## src/rtl/convolutional_layer.sv

```systemverilog
// -----------------------------------------------------------------------------
// convolutional_layer
//
// Streaming 2-D box-filter stage. One raster-order pixel is accepted per
// enabled clock. A per-channel shift register holds the last
// (FILTER_SIZE-1)*IMAGE_SIZE + (FILTER_SIZE-1) accepted pixels. The
// FILTER_SIZE x FILTER_SIZE unit-weight window sum is produced
// combinationally. The bottom-right corner of that window is the pixel
// currently on input_data.
//
// Ports:
//   clk          in   single clock, rising edge
//   rst_n        in   synchronous active-low reset (clears history and position)
//   clk_en       in   accept the current pixel / advance
//   input_data   in   D_WIDTH*D_CHANNELS, current pixel, channel 0 in LSBs
//   output_data  out  Q_WIDTH*Q_CHANNELS, window sum replicated per output
//                     channel, wraps modulo 2^Q_WIDTH
//   valid        out  window at the current pixel lies fully inside the image
//
// Optional feature macro: CONV_BORDER_MASK_EN
//   When it is defined, output_data is forced to 0 whenever valid is 0.
//   When it is undefined (the default), the raw tap sum is always driven,
//   including windows that wrap across rows or across the image edge.
// -----------------------------------------------------------------------------
module convolutional_layer #(
    parameter int D_WIDTH     = 8,
    parameter int Q_WIDTH     = 16,
    parameter int D_CHANNELS  = 1,
    parameter int Q_CHANNELS  = 1,
    parameter int FILTER_SIZE = 2,
    parameter int IMAGE_SIZE  = 64
) (
    input  logic                            clk,
    input  logic                            rst_n,
    input  logic                            clk_en,
    input  logic [D_WIDTH*D_CHANNELS-1:0]   input_data,
    output logic [Q_WIDTH*Q_CHANNELS-1:0]   output_data,
    output logic                            valid
);

    localparam int DW = D_WIDTH * D_CHANNELS;
    localparam int L  = (FILTER_SIZE - 1) * IMAGE_SIZE + (FILTER_SIZE - 1);
    localparam int CW = (IMAGE_SIZE > 1) ? $clog2(IMAGE_SIZE) : 1;
    localparam logic [CW-1:0] LAST_POS = CW'(IMAGE_SIZE - 1);
    localparam logic [CW-1:0] EDGE_POS = CW'(FILTER_SIZE - 1);

    logic [DW-1:0]     r_buf  [L];
    logic [CW-1:0]     r_col;
    logic [CW-1:0]     r_row;

    // Tap k is x[n-k]. Tap 0 is the live input and tap k is r_buf[k-1].
    logic [DW-1:0]     w_taps [L+1];
    logic [Q_WIDTH-1:0] w_sum;
    logic              w_valid;

    assign w_taps[0] = input_data;

    genvar g;
    generate
        for (g = 1; g <= L; g++) begin : g_tap
            assign w_taps[g] = r_buf[g-1];
        end
    endgenerate

    // History shift register and raster position
    always_ff @(posedge clk) begin
        if (!rst_n) begin
            for (int i = 0; i < L; i++) begin
                r_buf[i] <= '0;
            end
            r_col <= '0;
            r_row <= '0;
        end else if (clk_en) begin
            r_buf[0] <= input_data;
            for (int i = 1; i < L; i++) begin
                r_buf[i] <= r_buf[i-1];
            end
            if (r_col == LAST_POS) begin
                r_col <= '0;
                r_row <= (r_row == LAST_POS) ? '0 : r_row + 1'b1;
            end else begin
                r_col <= r_col + 1'b1;
            end
        end
    end

    // Box sum over all input channels. Accumulating at Q_WIDTH gives the
    // modulo-2^Q_WIDTH wrap directly.
    always_comb begin
        w_sum = '0;
        for (int d = 0; d < D_CHANNELS; d++) begin
            for (int r = 0; r < FILTER_SIZE; r++) begin
                for (int c = 0; c < FILTER_SIZE; c++) begin
                    w_sum = w_sum + Q_WIDTH'(w_taps[r*IMAGE_SIZE + c][d*D_WIDTH +: D_WIDTH]);
                end
            end
        end
    end

    assign w_valid = clk_en && (r_row >= EDGE_POS) && (r_col >= EDGE_POS);
    assign valid   = w_valid;

`ifdef CONV_BORDER_MASK_EN
    assign output_data = w_valid ? {Q_CHANNELS{w_sum}} : '0;
`else
    assign output_data = {Q_CHANNELS{w_sum}};
`endif

endmodule

```

## config.mk

```make
export PLATFORM = sky130hd
export DESIGN_NAME = convolutional_layer
export DESIGN_NICKNAME = d
export VERILOG_FILES = /design/src/rtl/convolutional_layer.sv
export SDC_FILE = /design/constraint.sdc
export NUM_CORES = 1
export LEC_CHECK = 0
export CAP_MARGIN = 30
export CORE_ASPECT_RATIO = 0.5
export CORE_MARGIN = 2
export CORE_UTILIZATION = 45
export DETAILED_ROUTE_END_ITERATION = 8
export PLACE_DENSITY = 0.61
export SYNTH_ARGS = -nofsm -noshare
export SYNTH_HDL_FRONTEND = slang
export SYNTH_SLANG_ARGS = --single-unit
```

## constraint.sdc

```tcl
create_clock -name clk -period 24.7 [get_ports clk]
set_clock_uncertainty 0.15 [all_clocks]
set_input_delay 6.175 -clock clk [delete_from_list [all_inputs] [get_ports clk]]
set_output_delay 6.175 -clock clk [all_outputs]
set_load 0.03 [all_outputs]
```

==> results.cfg <==
[setup_path]
path_cells = clkdlybuf4s50_1 > inv_1 > fa_1 > inv_1 > fa_1 > ha_1 > fa_1 > a21oi_1 > o211ai_1 > a21oi_1 > xnor2_1 > clkdlybuf4s50_1
crit_fanout = 3
worstReg2RegStart = r_col[0]
crit_arrival_ps = 9960
cpMostUsedCell = fa_1
reg2reg_to = r_row[5]
rr_worst_depth = 5
crit_start = input_data[1]
critPathCapture = output_data[7]
cp-end-kind = primary output
max_stage_delay_ps = 710
crit_required_ps = 18380
crit_slowest_cell = clkdlybuf4s50_1
path_class = in2out
cp-start-kind = input pin
r2r_slack_ps = 22740

[clock_network]
ctsHoldBuffers = 0
path_clk_slew_ps = 60
ctsResizeCount = 0
cts_tree = done
cts_max_level = 2
cts.sinks = 532
clk-insertion-delay-late_ps = 550
postCtsSetupBuffers = 0
cts-root-buf = clkbuf_16
cts.path.max_buffers = 3
numCtsBuffers = 47

[flow_run]
cap_viol_max_count = 0

[detailed_routing]
avgRoutedWirePerCell_um = 16.2
firstDrtPassIters = 4
vias = 10200
drtAntennaViolNets = 0
wirelength_um = 31200
drc = 0
routed_via_density = 5.29
drtIter0Drc = 988

[placed_design]
port_buffers = 21
place_area_um2 = 21400
dpl.hpwl_um = 13400
dp.cells = 1838
gp_congestion = 0.808
place_ws_ps = 8450

[die]
die_h_um = 156
start_util_pct = 45.8
rows = 55
die_area_um2 = 48000
fp.dieW_um = 308
core_um2 = 45400
ios = 28

[power]
power_mw = 1.96
powerDensity_nw_per_um2 = 85.1
vdd_drop_max_mv = 0.0642
leakagePower_nw = 10.5

[finish]
layout_commonest_cell = and3_1
final_nets = 1333
n_fill_cell = 3759
final_area_um2 = 23000
final_cells = 1926
areaGrowthSynthToFinish_pct = 10.8
final_cell_mix = and3_1, edfxtp_1, clkbuf_16
diodes = 0
drive_above_1_share_pct = 6.25

[global_route]
gr-total-overflow = 0
grt_max_degree = 329
grt_antenna_before_repair = 0
grt_usage_pct = 12.9
grt_pass1_vias = 9846
grt_pass1_wl_um = 52100

[logic_synthesis]
syn_area_per_cell_um2 = 15.6
ys_seq_elements = 532
ys_warn_count = 0
synthCells = 1330
yosysSeqAreaShare_pct = 76.3
ys_types = 40
syn-cell-area_um2 = 20800

[worst_hold_path]
hp-class = reg2reg
min_path_cells = 2

[sta]
period_needed_ps = 16280
worst_slew_margin_rel_pct = 21.4
period_share_pct = 65.9
setup_viol = 0
fmax_mhz = 61.4
worst_slack_ps = 8420
tns_ps = 0
worst_slew_pin_slew_ps = 1180
slew_violations = 0
final-hold-violation-count = 0
rsz0062_at_grt = no

[status]
status = complete, no violations
through the flow:
step                utilization [%]  hold WS [ps]
finish                         50.7           367
global route                   50.7           389
CTS                            50.6           367
detailed placement             47.1           356
global placement               47.1           325
floorplan                         -           303
logic make-up after synthesis:
logic type	synth area share, %
AOI/OAI and AO/OA	0.770
adders and majority gates	2.44
other	0.0180
and+or+nand+nor	16.8
buffers and inverters	3.11
xor gates and xnor gates	0.379
muxes	0.193
DFF	76.3
metal layers:
metal  share of wire, %  track usage [%]  up-vias
li1                   -                -     4915
met1                 54             21.0     5105
met2                 41             17.5      118
met3                3.1             2.51       55
met4                1.9             3.37        0
met5                  0                0        -
how the worst min path moves through the flow:
stage | startpoint | to | slack, ps
final | r_row[4] | r_row[4] | 370
after floorplan | r_row[4] | r_row[4] | 300
after global placement | r_row[4] | r_row[4] | 330
after global routing | r_row[4] | r_row[4] | 390
after detailed placement | r_row[4] | r_row[4] | 360
after CTS | r_row[4] | r_row[4] | 370
registers in the layout (all words and copies together), names as in the netlist:
| name | cells |
|---|---|
| r_buf | 520 |
| r_col | 6 |
| r_row | 6 |
final cells by class:
type	count	area, um^2	share of cell area [%]
clock buffers	56	1250	5.44
clock inverters	30	340	1.48
inverters	43	161	0.701
multi-input cells	637	4320	18.7
flip-flops and latches	532	15900	68.8
well taps	598	748	3.25
repair buffers	30	365	1.59
synth_stat cells:
library cell / n / share of area (%)
a211oi_1: 1 / 0.036
a21o_1: 2 / 0.072
a21oi_1: 7 / 0.17
a41oi_1: 1 / 0.042
and2_1: 3 / 0.090
and2_4: 1 / 0.042
and3_1: 521 / 16
and4_4: 1 / 0.054
and4bb_2: 1 / 0.060
buf_2: 1 / 0.024
buf_4: 6 / 0.22
clkbuf_1: 116 / 2.1
conb_1: 1 / 0.018
dfxtp_1: 12 / 1.2
edfxtp_1: 520 / 75
fa_1: 16 / 1.5
ha_1: 15 / 0.90
inv_1: 43 / 0.78
mux2i_1: 4 / 0.19
nand2_1: 8 / 0.14
nand2_4: 1 / 0.054
nand2b_1: 2 / 0.060
nand3_1: 3 / 0.072
nand3b_1: 1 / 0.036
nand4_1: 2 / 0.060
nor2_1: 4 / 0.072
nor2b_1: 4 / 0.12
nor3_1: 3 / 0.072
nor4_1: 3 / 0.090
o211a_1: 1 / 0.048
o211ai_1: 1 / 0.036
o21ai_0: 9 / 0.22
o21bai_1: 1 / 0.036
o22ai_1: 1 / 0.030
o311a_1: 1 / 0.048
o31ai_1: 1 / 0.036
or3_1: 1 / 0.030
or4b_1: 2 / 0.096
xnor2_1: 7 / 0.29
xor2_1: 2 / 0.084
report_power, final:
part | switching (mW) | internal [mW]
combinational | 0.0905 | 0.0503
clock | 0.315 | 0.445
sequential | 0.0137 | 1.05
worst max-delay path, delay by kind of cell:
| family | cells | cell delay [ps] |
|---|---|---|
| AO/OA/AOI/OAI | 3 | 590 |
| adder cells (fa/ha/maj) | 4 | 1670 |
| XOR/XNOR | 1 | 180 |
| buffers and inverters | 4 | 1340 |
No activity file was read; power rests on OpenSTA's default activity.
